===== config.mk =====
export PLATFORM = sky130hd
export DESIGN_NAME = alu_req_arbiter
export DESIGN_NICKNAME = d
export VERILOG_FILES = /design/src/rtl/alu_pkg.sv /design/src/rtl/alu4_core.sv /design/src/rtl/alu_req_arbiter.sv
export SDC_FILE = /design/constraint.sdc
export NUM_CORES = 1
export LEC_CHECK = 0
export CAP_MARGIN = 25
export CELL_PAD_IN_SITES_DETAIL_PLACEMENT = 0
export CELL_PAD_IN_SITES_GLOBAL_PLACEMENT = 1
export CORE_MARGIN = 3
export CORE_UTILIZATION = 37
export DETAILED_ROUTE_END_ITERATION = 16
export MAX_ROUTING_LAYER = met4
export PLACE_DENSITY = 0.77
export SLEW_MARGIN = 10
export SYNTH_ARGS = -nofsm -noshare
export SYNTH_HDL_FRONTEND = slang
export SYNTH_SLANG_ARGS = --single-unit

===== constraint.sdc =====
create_clock -name clk -period 4.5 [get_ports clk]
set_input_delay 0.675 -clock clk [delete_from_list [all_inputs] [get_ports clk]]
set_output_delay 0.675 -clock clk [all_outputs]
set_load 0.02 [all_outputs]

===== src/rtl/alu_pkg.sv =====
// ---------------------------------------------------------------------------
// alu_pkg
// Shared definitions for the two-port ALU request arbiter:
//   - opcode encodings ALU_ADD .. ALU_NOT
//   - operand / opcode / result widths
//   - sequencer state type
// ---------------------------------------------------------------------------
package alu_pkg;

  localparam int OPND_W = 4;  // operand width
  localparam int OP_W   = 3;  // opcode width
  localparam int RES_W  = 8;  // result width

  localparam logic [OP_W-1:0] ALU_ADD = 3'b000;
  localparam logic [OP_W-1:0] ALU_SUB = 3'b001;
  localparam logic [OP_W-1:0] ALU_MUL = 3'b010;
  localparam logic [OP_W-1:0] ALU_DIV = 3'b011;
  localparam logic [OP_W-1:0] ALU_AND = 3'b100;
  localparam logic [OP_W-1:0] ALU_OR  = 3'b101;
  localparam logic [OP_W-1:0] ALU_XOR = 3'b110;
  localparam logic [OP_W-1:0] ALU_NOT = 3'b111;

  typedef enum logic [1:0] {
    ST_IDLE = 2'b00,
    ST_EXEC = 2'b01,
    ST_RESP = 2'b10
  } state_t;

endpackage


===== src/rtl/alu4_core.sv =====
// ---------------------------------------------------------------------------
// alu4_core
// Purely combinational 4-bit ALU with an 8-bit result.
// Ports:
//   op     in  3  opcode (alu_pkg encodings)
//   a, b   in  4  unsigned operands
//   result out 8  ALU result (upper nibble 0 except MUL / DIV)
//   carry  out 1  ADD carry-out, SUB not-borrow
//   ovf    out 1  signed overflow for ADD / SUB
//   dz     out 1  divide by zero
// ---------------------------------------------------------------------------
module alu4_core
  import alu_pkg::*;
(
  input  logic [OP_W-1:0]   op,
  input  logic [OPND_W-1:0] a,
  input  logic [OPND_W-1:0] b,
  output logic [RES_W-1:0]  result,
  output logic              carry,
  output logic              ovf,
  output logic              dz
);

  logic [OPND_W:0] sum;
  logic [OPND_W:0] diff;

  // Operation decode; all flags default to 0.
  always_comb begin
    sum    = {1'b0, a} + {1'b0, b};
    diff   = {1'b0, a} - {1'b0, b};
    result = 8'h00;
    carry  = 1'b0;
    ovf    = 1'b0;
    dz     = 1'b0;
    case (op)
      ALU_ADD: begin
        result = {4'h0, sum[3:0]};
        carry  = sum[4];
        ovf    = (a[3] == b[3]) && (sum[3] != a[3]);
      end
      ALU_SUB: begin
        result = {4'h0, diff[3:0]};
        // bit 4 of the 5-bit difference is the borrow; carry is its inverse
        carry  = ~diff[4];
        ovf    = (a[3] != b[3]) && (diff[3] != a[3]);
      end
      ALU_MUL: begin
        result = {4'h0, a} * {4'h0, b};
      end
      ALU_DIV: begin
        if (b == 4'h0) begin
          result = 8'h00;
          dz     = 1'b1;
        end else begin
          result = {a % b, a / b};
        end
      end
      ALU_AND: result = {4'h0, a & b};
      ALU_OR:  result = {4'h0, a | b};
      ALU_XOR: result = {4'h0, a ^ b};
      ALU_NOT: result = {4'h0, ~a};
      default: result = 8'h00;
    endcase
  end

endmodule


===== src/rtl/alu_req_arbiter.sv =====
// ---------------------------------------------------------------------------
// alu_req_arbiter
// Round-robin arbiter and sequencer sharing one 4-bit ALU between two
// requesters. IDLE grants and latches a request, EXEC registers the ALU
// result, RESP holds the response until the owning port consumes it.
// Ports:
//   clk, rst    in   1  clock, synchronous active-high reset
//   req_valid   in   2  per-port request valid
//   req_op      in   6  {op1, op0}
//   req_a       in   8  {a1, a0}
//   req_b       in   8  {b1, b0}
//   req_ready   out  2  grant (combinational on req_valid, IDLE only)
//   rsp_valid   out  2  one-hot response owner
//   rsp_ready   in   2  per-port response consume
//   rsp_result  out  8  ALU result
//   rsp_carry   out  1  carry / not-borrow
//   rsp_ovf     out  1  signed overflow
//   rsp_dz      out  1  divide by zero
// ---------------------------------------------------------------------------
module alu_req_arbiter
  import alu_pkg::*;
#(
  parameter bit RST_GRANT = 1'b1
) (
  input  logic             clk,
  input  logic             rst,
  input  logic [1:0]       req_valid,
  input  logic [5:0]       req_op,
  input  logic [7:0]       req_a,
  input  logic [7:0]       req_b,
  output logic [1:0]       req_ready,
  output logic [1:0]       rsp_valid,
  input  logic [1:0]       rsp_ready,
  output logic [RES_W-1:0] rsp_result,
  output logic             rsp_carry,
  output logic             rsp_ovf,
  output logic             rsp_dz
);

  state_t              state;
  logic                last_grant;
  logic                owner;
  logic [OP_W-1:0]     op_q;
  logic [OPND_W-1:0]   a_q;
  logic [OPND_W-1:0]   b_q;

  logic                grant;
  logic                grant_ptr;
  logic [RES_W-1:0]    alu_result;
  logic                alu_carry;
  logic                alu_ovf;
  logic                alu_dz;

  // Round-robin pick: a lone requester wins, a tie goes away from last_grant.
  // While reset is asserted the pointer is shown at its reset value.
  always_comb begin
    grant_ptr = rst ? RST_GRANT : last_grant;
    grant     = 1'b0;
    if (req_valid == 2'b11) begin
      grant = ~grant_ptr;
    end else if (req_valid[1]) begin
      grant = 1'b1;
    end else begin
      grant = 1'b0;
    end
  end

  // Ready is only offered in IDLE (or under reset, which forces IDLE).
  always_comb begin
    req_ready = 2'b00;
    if (((state == ST_IDLE) || rst) && (req_valid != 2'b00)) begin
      req_ready = grant ? 2'b10 : 2'b01;
    end else begin
      req_ready = 2'b00;
    end
  end

  alu4_core u_alu (
    .op     (op_q),
    .a      (a_q),
    .b      (b_q),
    .result (alu_result),
    .carry  (alu_carry),
    .ovf    (alu_ovf),
    .dz     (alu_dz)
  );

  // Sequencer FSM with operand latches and registered response outputs.
  always_ff @(posedge clk) begin
    if (rst) begin
      state      <= ST_IDLE;
      last_grant <= RST_GRANT;
      owner      <= 1'b0;
      op_q       <= 3'b000;
      a_q        <= 4'h0;
      b_q        <= 4'h0;
      rsp_valid  <= 2'b00;
      rsp_result <= 8'h00;
      rsp_carry  <= 1'b0;
      rsp_ovf    <= 1'b0;
      rsp_dz     <= 1'b0;
    end else begin
      case (state)
        ST_IDLE: begin
          if (req_valid != 2'b00) begin
            owner      <= grant;
            last_grant <= grant;
            op_q       <= grant ? req_op[5:3] : req_op[2:0];
            a_q        <= grant ? req_a[7:4]  : req_a[3:0];
            b_q        <= grant ? req_b[7:4]  : req_b[3:0];
            state      <= ST_EXEC;
          end else begin
            state      <= ST_IDLE;
          end
        end
        ST_EXEC: begin
          rsp_result <= alu_result;
          rsp_carry  <= alu_carry;
          rsp_ovf    <= alu_ovf;
          rsp_dz     <= alu_dz;
          rsp_valid  <= owner ? 2'b10 : 2'b01;
          state      <= ST_RESP;
        end
        ST_RESP: begin
          // only the owner's rsp_ready can retire the response
          if (rsp_ready[owner]) begin
            rsp_valid <= 2'b00;
            state     <= ST_IDLE;
          end else begin
            state     <= ST_RESP;
          end
        end
        default: begin
          rsp_valid <= 2'b00;
          state     <= ST_IDLE;
        end
      endcase
    end
  end

endmodule


* After elaboration in Yosys (flattened, before gate mapping) *
Index checks and enable logic that the tools add are counted.

operators by class
  add/sub/neg operators = 2
  multiply operators = 1
  divide/modulo/power cells = 2
  order comparisons = 1
  eq/ne operators = 15
  multiplexer cells = 22
  bitwise gates (word level) = 7
  reductions and logical operators = 10

operators with widths
  kind                                                 number
  one-hot mux 8 bit (8 select lines)                   1
  equality test 3 bit, second input constant           4
  one-hot mux 2 bit (3 select lines)                   2
  two-way mux 2 bit                                    5
  multiplier 4 x 4 -> 8 bit                            1
  two-way mux 1 bit                                    8
  two-way mux 4 bit                                    2
  two-way mux 8 bit                                    1
  equality test 3 x 2 -> 1 bit, second input constant  2
  adder 4 x 4 -> 5 bit                                 1
  subtractor 4 x 4 -> 5 bit                            1
  bitwise AND 4 bit                                    1
  divider 4 x 4 -> 4 bit                               1
  equality test 2 bit, second input constant           2
  logical NOT 4 bit                                    1
  modulo 4 x 4 -> 4 bit                                1
  NOT 4 bit                                            1
  bitwise OR 4 bit                                     1
  one-hot mux 1 bit (2 select lines)                   2
  AND reduction 2 bit                                  2
  bitwise XOR 4 bit                                    1
  equality test 3 x 1 -> 1 bit, second input constant  1
  logical AND 1 bit                                    3
  logical NOT 3 bit                                    1
  other kinds (10)                                     14

storage, ports and cells
  bits in registers = 28
  bits of input ports = 28
  output and inout port bits = 15
  logic and storage cells = 71

* Depth between registers and ports, before layout *
Gate-level depths: netlist of the first run.

  depth after elaboration = 5
  depth in mapped cells = 21
  mapped depth without buffers = 21

* Modules after synthesis *
Synthesis of the first run repeated with hierarchy kept, for this count alone.

second synthesis, totals
  cells, all modules = 360
  area total of the unflattened synthesis = 2882.8 um^2

by module, submodules not included
  module           times used  cells an instance  area each (um^2)  sequential area each (um^2)
  alu4_core        1           211                1646.6            0.0
  alu_req_arbiter  1           149                1236.2            560.5

* Worst setup path after synthesis of the first run *
No wires, ideal clock.

  path kind = flip-flop to flip-flop
  start = register b_q[0]
  end = register rsp_result[4]
  arrival = 4.351 ns
  required time = 4.369 ns
  path slack = 0.018 ns
  cell stages (with the launch flop) = 22
  buffers on the path = 0
  period minus slack after synthesis = 4.482 ns
  cells stage by stage = dfxtp_1 > inv_1 > ha_1 > nor4b_1 > a2bb2oi_1 > ha_1 > o21a_1 > o21ai_1 > mux2_4 > ha_1 > nor2_1 > a211oi_2 > nand2_1 > o21ai_0 > inv_1 > ha_1 > nand2b_1 > a21oi_1 > a211o_1 > mux2_4 > a221oi_2 > nor3_1

on the way
  longest elaborated chain between the ends = 3
  elaborated cells between the ends (all ways) = 5
  those cells by class = 1 x mul; 1 x div; 2 x mux; 1 x reduce/logical

ends and longest elaborated chain
  item                                                               RTL line                          RTL
  start, declared                                                    alu_req_arbiter.sv:45             logic [OPND_W-1:0] b_q;
  start signal, assigned                                             alu_req_arbiter.sv:110            b_q <= grant ? req_b[7:4] : req_b[3:0];
  modulo 4 x 4 -> 4 bit / logical NOT 4 bit (equally long branches)  alu4_core.sv:55, alu4_core.sv:51
  two-way mux 8 bit                                                  alu4_core.sv:51                   if (b == 4'h0) begin
  one-hot mux 8 bit (8 select lines) (*)                             alu4_core.sv:35                   case (op)
  end signal, assigned                                               alu_req_arbiter.sv:117            rsp_result <= alu_result;
  end, declared                                                      alu_req_arbiter.sv:34             output logic [RES_W-1:0] rsp_result,

Every way passes the cells marked *; elsewhere a longest branch is shown, timed or not.
A chain may end at the register's enable or synchronous reset.

* Worst setup path in the final report of the first run *
Same ends and word-level chain as after synthesis.

==> flow_metrics.env, run 1 <==
export IMPL_outcome="finished clean"
export IMPL_relSlewSlack_pct=44.1
export IMPL_worst_pin_slew_ns=0.836
export IMPL_synthFlopType="dfxtp_1"
export IMPL_synth_top_cell_by_area="dfxtp_1"
export IMPL_ys_async_sr_fraction_pct=0
export IMPL_yosys_area_share_adder_pct=21.8
export IMPL_skew_ns=0.00410
export IMPL_critPathMaxStageDelay_ns=0.34
export IMPL_synth_compound_area_share_pct=23.0
export IMPL_layout_nets=454
export IMPL_slowest_stage="mux2_4"
export IMPL_avgSynthCellArea_um2=8.18
export IMPL_grt_overflow=0
export IMPL_numCtsBuffers=3
export IMPL_leakagePower_uw=0.00150
export IMPL_die_w_um=92.4
export IMPL_ys_seq_elements=28
export IMPL_place_ws_ns=-0.0642
export IMPL_layout_cells_non_filler=477
export IMPL_dr_wl_met3_um=272
export IMPL_critical_path_top_delay_family="compound AO/OA/AOI/OAI gates"
export IMPL_start_util_pct=39.4
export IMPL_num_vias=2544
export IMPL_vias_per_cell=5.33
export IMPL_finalMaxSlewViolations=0
export IMPL_fmax_mhz=232
export IMPL_wl_met1_um=3560
export IMPL_synthMuxAreaShare_pct=6.97
export IMPL_grt_pass1_vias=2392
export IMPL_synthSimpleGateAreaFrac_pct=18.8
export IMPL_routabilityCongestion=0.894
export IMPL_post_synth_top_count_cell="nor2_1"
export IMPL_die_h_um=92.4
export IMPL_io_buffer_count=42
export IMPL_wl_per_cell_um=15.3
export IMPL_grt_util_all_layers_pct=17.2
export IMPL_ir_drop_uv=160
export IMPL_cts_tree="done"
export IMPL_regArea_um2=561
export IMPL_finalCriticalPeriod_ns=4.30
export IMPL_core_um2=7020
export IMPL_hpwl_um=5700
export IMPL_syn_nets=410
export IMPL_routed_wl_um=7280
export IMPL_die_area_um2=8540
export IMPL_r2r_slack_ns=0.20
export IMPL_htreeDepth=1
export IMPL_grt_max_degree=31
export IMPL_powerDensity_nw_per_um2=374
export IMPL_place_area_um2=3310
export IMPL_synth_common_cells="nor2_1, ha_1, dfxtp_1"
export IMPL_path_class="reg -> reg"
export IMPL_antenna_found_initial=0
export IMPL_num_rows=30
export IMPL_end_kind="flop"
export IMPL_setup_viol_count_final=0
export IMPL_root_buffer="clkbuf_8"
export IMPL_min_path_type="reg -> reg"
export IMPL_clkSinkCount=28
export IMPL_syn_inst=338
export IMPL_path_clk_slew_ns=0.11
export IMPL_cp_required_ns=4.67
export IMPL_final_cell_area_um2=3480
export IMPL_syn2layout_area_growth_pct=26.0
export IMPL_worstSkewPairLatency_ns=0.28
export IMPL_synthTopCellsByArea="dfxtp_1, ha_1, nor2_1, fa_1, mux2i_1"
export IMPL_cts_max_path_buffers=2
export IMPL_ys_types=54
export IMPL_multi_input_area_um2=2110
export IMPL_drt_iter0_drc=127
export IMPL_antenna_cells=0
export IMPL_finalCritPeriodShare_pct=95.6
export IMPL_path_max_fanout=3
export IMPL_yosysTopAreaCellShare_pct=20.3
export IMPL_layout_drive_gt1_share_pct=10.8
export IMPL_synth_top_family_by_area="compound AO/OA/AOI/OAI gates"
export IMPL_synth_xor_area_share_pct=2.85
export IMPL_first_pass_iters=4
export IMPL_postRouteAntennaNets=0
export IMPL_fin_ws_ns=0.198
export IMPL_cp_data_arrival_time_ns=4.47
export IMPL_io_pins=43
export IMPL_worstPathCellList="inv_1, ha_2, nor4b_4, a2bb2oi_2, ha_1, o21a_1, o21ai_2, mux2_4, ha_4, nor2_1, a211oi_2, buf_4, a211o_1, nand2_1, ha_1, nand2_1, a21oi_2, a211o_1, mux2_4, a221oi_2, nor3_1"
export IMPL_hold_viol=0
export IMPL_startpoint_type="flop"
export IMPL_yosys_warnings=0
export IMPL_top_layer="met4"
export IMPL_max_cap_violations=0
export IMPL_drc=0
export IMPL_placed_cells=470
export IMPL_syn_area_um2=2760
export IMPL_ys_seq_area_share_pct=20.3
export IMPL_fillerInstances=695
export IMPL_rsz0062_at_grt="no"
export IMPL_path_buf_inv=2
export IMPL_grt_pass1_wl_um=11700
export IMPL_synth_edf_count=0
export IMPL_dr_wl_met2_um=3290
-- cells in the final DEF (no fill, tap or decap), types with 4 or more instances in the layout --
master	n
ha_1	34
fa_1	7
buf_4	15
clkdlybuf4s50_1	42
nand2b_1	8
inv_1	24
xor2_1	4
nand3b_1	5
o21ai_0	14
xnor2_1	5
nor2_1	41
nand4_1	4
dfxtp_1	28
nor2b_1	8
nor3_1	6
a211oi_1	17
mux2i_1	14
a21oi_1	21
nand2_1	23
-- report_power, final --
part / total, µW / switching, µW / internal, µW
sequential: 312 / 40.5 / 272
combinational: 786 / 411 / 374
clock: 206 / 86.9 / 119
total: 1300 / 539 / 765
-- what timing repair did --
action	in CTS	in global routing
setup buffers	2	1
hold buffers	0	0
hold endpoints to repair	0	0
pin swaps	3	4
endpoints found under the setup margin	1	5
gates resized for setup	3	11
-- worst min-delay path, cell delays in order (launching register included) --
cell and delay [ns]:
dfxtp_1 0.32, nand2_1 0.05, a21oi_1 0.05
-- final cells by class --
type / count / area share, %
Clock buffer: 3 / 1.19
Clock inverter: 1 / 0.862
Inverter: 24 / 2.59
Multi-Input combinational cell: 268 / 60.5
Sequential cell: 28 / 16.1
Tap cell: 96 / 3.45
Timing Repair Buffer: 57 / 15.3
-- metrics by stage --
stage	power (µW)	setup TNS [ns]	utilization, %	hold slack [ns]
after floorplan	823	0	-	0.508
final	1300	0	49.6	0.466
after CTS	1240	0	48.5	0.469
after global routing	1400	0	49.6	0.479
after global placement	1000	0	47.2	0.443
after detailed placement	1010	-0.0642	47.2	0.454
-- metal layers --
metal,vias to the layer above,global-route usage [%]
met3,12,2.44
met1,1166,22.8
met5,-,-
met2,70,27.6
met4,0,4.46
li1,1296,-
-- state kept, by name, summed over array words and instances (netlist names) --
signal	flops
rsp_result	8
last_grant	1
op_q	3
b_q	4
rsp_dz	1
a_q	4
rsp_carry	1
rsp_valid	2
rsp_ovf	1
owner	1
state	2
-- kinds of logic (layout without fill, tap and decap cells) --
group	after synthesis	count (layout)
muxes	18	18
AOI/OAI and AO/OA	91	91
xor gates and xnor gates	9	9
adders and majority gates	44	44
buffers and inverters	42	85
and+or+nand+nor	106	106
DFF	28	28
-- worst paths after layout --
kind / from / to / cells after the start
max: b_q[0] / rsp_result[4] / 21
min: rsp_carry / rsp_carry / 2
max reg2reg: b_q[0] / rsp_result[4] / 21
min reg2reg: rsp_carry / rsp_carry / 2
Power figures use the tool's default switching activity.
==> run 2: changes to the inputs <==
--- a/config.mk
+++ b/config.mk
@@ -9,10 +9,11 @@
 export CELL_PAD_IN_SITES_DETAIL_PLACEMENT = 0
 export CELL_PAD_IN_SITES_GLOBAL_PLACEMENT = 1
 export CORE_MARGIN = 3
-export CORE_UTILIZATION = 37
+export CORE_UTILIZATION = 43
 export DETAILED_ROUTE_END_ITERATION = 16
+export DONT_BUFFER_PORTS = 1
 export MAX_ROUTING_LAYER = met4
-export PLACE_DENSITY = 0.77
+export PLACE_DENSITY = 0.75
 export SLEW_MARGIN = 10
 export SYNTH_ARGS = -nofsm -noshare
 export SYNTH_HDL_FRONTEND = slang
==> flow_metrics.env, run 2 (same netlist as run 1, synthesis figures left out) <==
export IMPL_routed_wl_um=6890
export IMPL_powerDensity_nw_per_um2=411
export IMPL_reg2reg_to="rsp_result[4]"
export IMPL_hpwl_um=5380
export IMPL_syn2layout_area_growth_pct=8.74
export IMPL_die_w_um=86.2
export IMPL_worstSkewPairLatency_ns=0.28
export IMPL_grt_pass1_vias=2215
export IMPL_final_cell_mix="nor2_1, ha_1, dfxtp_1, inv_1, nand2_1"
export IMPL_met2_usage_pct=31.2
export IMPL_drc=0
export IMPL_numCtsBuffers=3
export IMPL_end_kind="flop"
export IMPL_cts_max_path_buffers=2
export IMPL_top_regs="rsp_result: 8 flops, a_q: 4 flops, b_q: 4 flops"
export IMPL_path_class="reg -> reg"
export IMPL_mostFrequentLayoutCell="nor2_1"
export IMPL_finalCritPeriodShare_pct=95.5
export IMPL_outcome="finished clean"
export IMPL_cp_data_arrival_time_ns=4.47
export IMPL_use_met1_pct=25.5
export IMPL_drt_iter0_drc=141
export IMPL_placed_cells=408
export IMPL_core_um2=6060
export IMPL_final_cell_area_um2=3010
export IMPL_vias_per_cell=5.84
export IMPL_place_area_um2=2870
export IMPL_finalMaxSlewViolations=0
export IMPL_htreeDepth=1
export IMPL_wl_per_cell_um=16.7
export IMPL_root_buffer="clkbuf_8"
export IMPL_cp_required_ns=4.67
export IMPL_clkSinkCount=28
export IMPL_antenna_found_initial=0
export IMPL_min_delay_path_depth=1
export IMPL_r2r_slack_ns=0.20
export IMPL_startpoint_type="flop"
export IMPL_start_util_pct=45.6
export IMPL_skew_ns=0.00504
export IMPL_num_rows=28
export IMPL_cts_tree="done"
export IMPL_layout_drive_gt1_share_pct=11.2
export IMPL_reg2reg_depth=20
export IMPL_relSlewSlack_pct=48.1
export IMPL_largest_register="rsp_result"
export IMPL_grt_util_all_layers_pct=18.9
export IMPL_worstHoldEndpoint="state[0]"
export IMPL_path_max_fanout=4
export IMPL_io_pins=43
export IMPL_largest_reg_flops=8
export IMPL_min_from="rst"
export IMPL_antenna_cells=0
export IMPL_timing_rr_start="b_q[0]"
export IMPL_postRouteAntennaNets=0
export IMPL_finalCriticalPeriod_ns=4.30
export IMPL_top_usage_layer="met2"
export IMPL_setup_viol_count_final=0
export IMPL_leakagePower_uw=0.00133
export IMPL_routabilityCongestion=0.926
export IMPL_die_area_um2=7430
export IMPL_num_vias=2410
export IMPL_layout_nets=411
export IMPL_die_h_um=86.2
export IMPL_layout_cells_non_filler=413
export IMPL_fmax_mhz=233
export IMPL_ir_drop_uv=194
export IMPL_grt_overflow=0
export IMPL_min_path_type="in -> reg"
export IMPL_whs_ns=0.456
export IMPL_worst_pin_slew_ns=0.777
export IMPL_grt_max_degree=32
export IMPL_path_clk_slew_ns=0.09
export IMPL_max_cap_violations=0
export IMPL_hold_viol=0
export IMPL_utilization_pct=49.6
export IMPL_grt_pass1_wl_um=11000
export IMPL_met3_usage_pct=2.57
export IMPL_first_pass_iters=4
export IMPL_io_buffer_count=0
run 2: changes by cell type in the layout (fill, tap and decap cells not counted), sizes merged:
cell,before,now
buf,15,14
clkdlybuf4s50,42,0
run 2: what timing repair did:
item	in CTS	in global routing
hold buffers	0	0
setup endpoints to repair	1	5
pin swaps	3	3
gates cloned	0	0
resized for setup	3	8
endpoints found under the hold margin	0	0
setup buffers	1	0
run 2: power breakdown:
group / total (µW) / internal [µW] / leakage (µW) / switching, µW
clock network: 197 / 119 / 0.0000357 / 77.5
registers: 320 / 272 / 0.000230 / 48.2
logic: 719 / 331 / 0.00107 / 388
total: 1240 / 722 / 0.00133 / 514
run 2: critical path: stages (launching register included):
cell	delay (ns)
dfxtp_1	0.32
inv_1	0.07
ha_1	0.16
nor4b_4	0.20
a2bb2oi_2	0.18
ha_1	0.26
o21a_1	0.15
o21ai_2	0.16
mux2_4	0.33
ha_1	0.32
nor4bb_2	0.32
a21oi_1	0.09
o22ai_2	0.23
inv_1	0.10
ha_4	0.29
nand2_1	0.06
a21oi_2	0.13
a211o_1	0.17
mux2_4	0.32
a221oi_2	0.26
nor3_1	0.07
run 2: final cells by class:
class                           count  area [µm²]
Tap cell                           75        93.8
Clock inverter                      1        30.0
Multi-Input combinational cell    268        2080
Timing Repair Buffer               14         105
Clock buffer                        3        41.3
Sequential cell                    28         561
Inverter                           24        90.1
Fill cell                         624        3060
run 2: worst max path at each step:
stage	start	endpoint	slack, ns	depth (start not counted)
2_1_floorplan	b_q[0]	rsp_result[4]	0.02	21
3_3_place_gp	b_q[0]	rsp_result[4]	0.08	21
3_5_place_dp	b_q[0]	rsp_result[4]	-0.04	22
4_1_cts	b_q[0]	rsp_result[4]	0.007	20
5_1_grt	b_q[0]	rsp_result[4]	-0.006	20
6_report	b_q[0]	rsp_result[4]	0.20	20
run 2: metal layers:
metal	vias to the layer above	share of wire, %
li1	1209	-
met1	1134	48
met2	59	47
met3	8	3.8
met4	0	1.1
met5	-	0
run 2: through the flow:
step,power (µW),setup WS (ns),setup TNS (ns)
after floorplan,823,0.0180,0
after global placement,973,0.0839,0
after detailed placement,983,-0.0381,-0.0381
after CTS,1200,0.00715,0
after global routing,1330,-0.00615,-0.00615
final,1240,0.203,0
==> run 3: changes to the inputs <==
--- a/config.mk
+++ b/config.mk
@@ -12,7 +12,6 @@
 export CORE_UTILIZATION = 43
 export DETAILED_ROUTE_END_ITERATION = 16
 export DONT_BUFFER_PORTS = 1
-export MAX_ROUTING_LAYER = met4
 export PLACE_DENSITY = 0.75
 export SLEW_MARGIN = 10
 export SYNTH_ARGS = -nofsm -noshare
==> flow_metrics.env, run 3 (same netlist as run 1, synthesis figures left out) <==
export IMPL_outcome="finished clean"
export IMPL_worst_pin_slew_ns=0.777
export IMPL_die_h_um=86.2
export IMPL_cp_data_arrival_time_ns=4.43
export IMPL_hpwl_um=5380
export IMPL_syn2layout_area_growth_pct=8.74
export IMPL_swShare_pct=41.5
export IMPL_cp_required_ns=4.67
export IMPL_layout_drive_gt1_share_pct=11.2
export IMPL_place_area_um2=2870
export IMPL_hold_viol=0
export IMPL_fmax_mhz=235
export IMPL_io_pins=43
export IMPL_fin_ws_ns=0.240
export IMPL_min_path_type="in -> reg"
export IMPL_max_cap_violations=0
export IMPL_grt_max_degree=32
export IMPL_die_w_um=86.2
export IMPL_numCtsBuffers=3
export IMPL_final_cell_area_um2=3010
export IMPL_layout_cells_non_filler=413
export IMPL_num_rows=28
export IMPL_leakagePower_uw=0.00133
export IMPL_core_um2=6060
export IMPL_routabilityCongestion=0.910
export IMPL_final_cell_mix="nor2_1, ha_1, dfxtp_1, inv_1, nand2_1"
export IMPL_postRouteAntennaNets=0
export IMPL_place_ws_ns=-0.0381
export IMPL_placed_cells=408
export IMPL_largest_register="rsp_result"
export IMPL_powerDensity_nw_per_um2=411
export IMPL_power_frac_clock_pct=15.9
export IMPL_p_comb_share_pct=58.2
export IMPL_io_buffer_count=0
export IMPL_postCtsHoldBufs=0
export IMPL_skew_ns=0.00502
export IMPL_htreeDepth=1
export IMPL_path_class="reg -> reg"
export IMPL_p_sw_uw=513
export IMPL_worstSkewPairLatency_ns=0.28
export IMPL_clkSinkCount=28
export IMPL_grt_pass1_wl_um=11000
export IMPL_start_util_pct=45.6
export IMPL_end_kind="flop"
export IMPL_finalCriticalPeriod_ns=4.26
export IMPL_first_pass_iters=4
export IMPL_num_vias=2389
export IMPL_path_clk_slew_ns=0.09
export IMPL_relSlewSlack_pct=48.1
export IMPL_antenna_found_initial=0
export IMPL_grt_util_all_layers_pct=18.4
export IMPL_ir_drop_uv=194
export IMPL_root_buffer="clkbuf_8"
export IMPL_top_regs="rsp_result: 8 flops, a_q: 4 flops, b_q: 4 flops"
export IMPL_antenna_cells=0
export IMPL_layout_nets=411
export IMPL_wl_per_cell_um=16.6
export IMPL_finalMaxSlewViolations=0
export IMPL_routed_wl_um=6850
export IMPL_path_max_fanout=4
export IMPL_drt_iter0_drc=165
export IMPL_fillerInstances=624
export IMPL_drc=0
export IMPL_mostFrequentLayoutCell="nor2_1"
export IMPL_finalCritPeriodShare_pct=94.7
export IMPL_cts_tree="done"
export IMPL_die_area_um2=7430
export IMPL_utilization_pct=49.6
export IMPL_setup_viol_count_final=0
export IMPL_internal_power_uw=722
export IMPL_seqPwrFrac_pct=25.9
export IMPL_cts_max_path_buffers=2
export IMPL_grt_pass1_vias=2214
export IMPL_grt_overflow=0
export IMPL_startpoint_type="flop"
export IMPL_largest_reg_flops=8
export IMPL_vias_per_cell=5.78
-- run 3: power by group through the flow --
stage | Clock, µW | Combinational (µW) | Sequential, µW
after floorplan | 0 | 513 | 310
after detailed placement | 0 | 660 | 323
after global routing | 210 | 800 | 325
after global placement | 0 | 649 | 323
after CTS | 204 | 677 | 318
final | 197 | 719 | 319
-- run 3: routing by layer --
layer / share of wire (%) / wire (µm) / vias up / GRT usage (%)
li1: - / - / 1212 / -
met1: 47 / 3250 / 1122 / 25.4
met2: 48 / 3260 / 51 / 31.2
met3: 4.1 / 282 / 4 / 2.66
met4: 0.83 / 57 / 0 / 2.55
met5: 0 / 0 / - / 0
-- run 3: metrics by stage --
| step | setup TNS (ns) | hold WS (ns) | total power [µW] |
|---|---|---|---|
| 6_report | 0 | 0.457 | 1230 |
| 5_1_grt | -0.00615 | 0.442 | 1330 |
| 4_1_cts | 0 | 0.448 | 1200 |
| 3_5_place_dp | -0.0381 | 0.545 | 983 |
| 3_3_place_gp | 0 | 0.545 | 973 |
| 2_1_floorplan | 0 | 0.508 | 823 |
-- run 3: worst max-delay path, cell delays in order, from the launching register on --
cell and delay, ns:
dfxtp_1 0.32, inv_1 0.07, ha_1 0.16, nor4b_4 0.20, a2bb2oi_2 0.18, ha_1 0.26, o21a_1 0.15, o21ai_2 0.16
mux2_4 0.33, ha_1 0.32, nor4bb_2 0.29, a21oi_1 0.09, o22ai_2 0.23, inv_1 0.10, ha_4 0.29, nand2_1 0.06
a21oi_2 0.13, a211o_1 0.17, mux2_4 0.32, a221oi_2 0.26, nor3_1 0.07
-- run 3: final cells by class --
cell class | count | area, µm² | area share, %
Sequential cell | 28 | 561 | 18.7
Inverter | 24 | 90.1 | 3.00
Timing Repair Buffer | 14 | 105 | 3.50
Clock inverter | 1 | 30.0 | 0.999
Tap cell | 75 | 93.8 | 3.12
Clock buffer | 3 | 41.3 | 1.37
Multi-Input combinational cell | 268 | 2080 | 69.4
-- run 3: repair_timing --
action,4_1_cts,5_1_grt
setup endpoints to repair,1,5
pin swaps,3,3
gates resized for setup,3,8
setup buffers,1,0
hold endpoints to repair,0,0
-- run 3: path summary, 6_finish.rpt --
kind	startpoint	to	slack (ns)	cells past startpoint
worst max-delay path	b_q[0]	rsp_result[4]	0.24	20
worst min-delay path	rst	state[0]	0.46	1
worst max register to register	b_q[0]	rsp_result[4]	0.24	20
worst min register to register	rsp_ovf	rsp_ovf	0.55	2
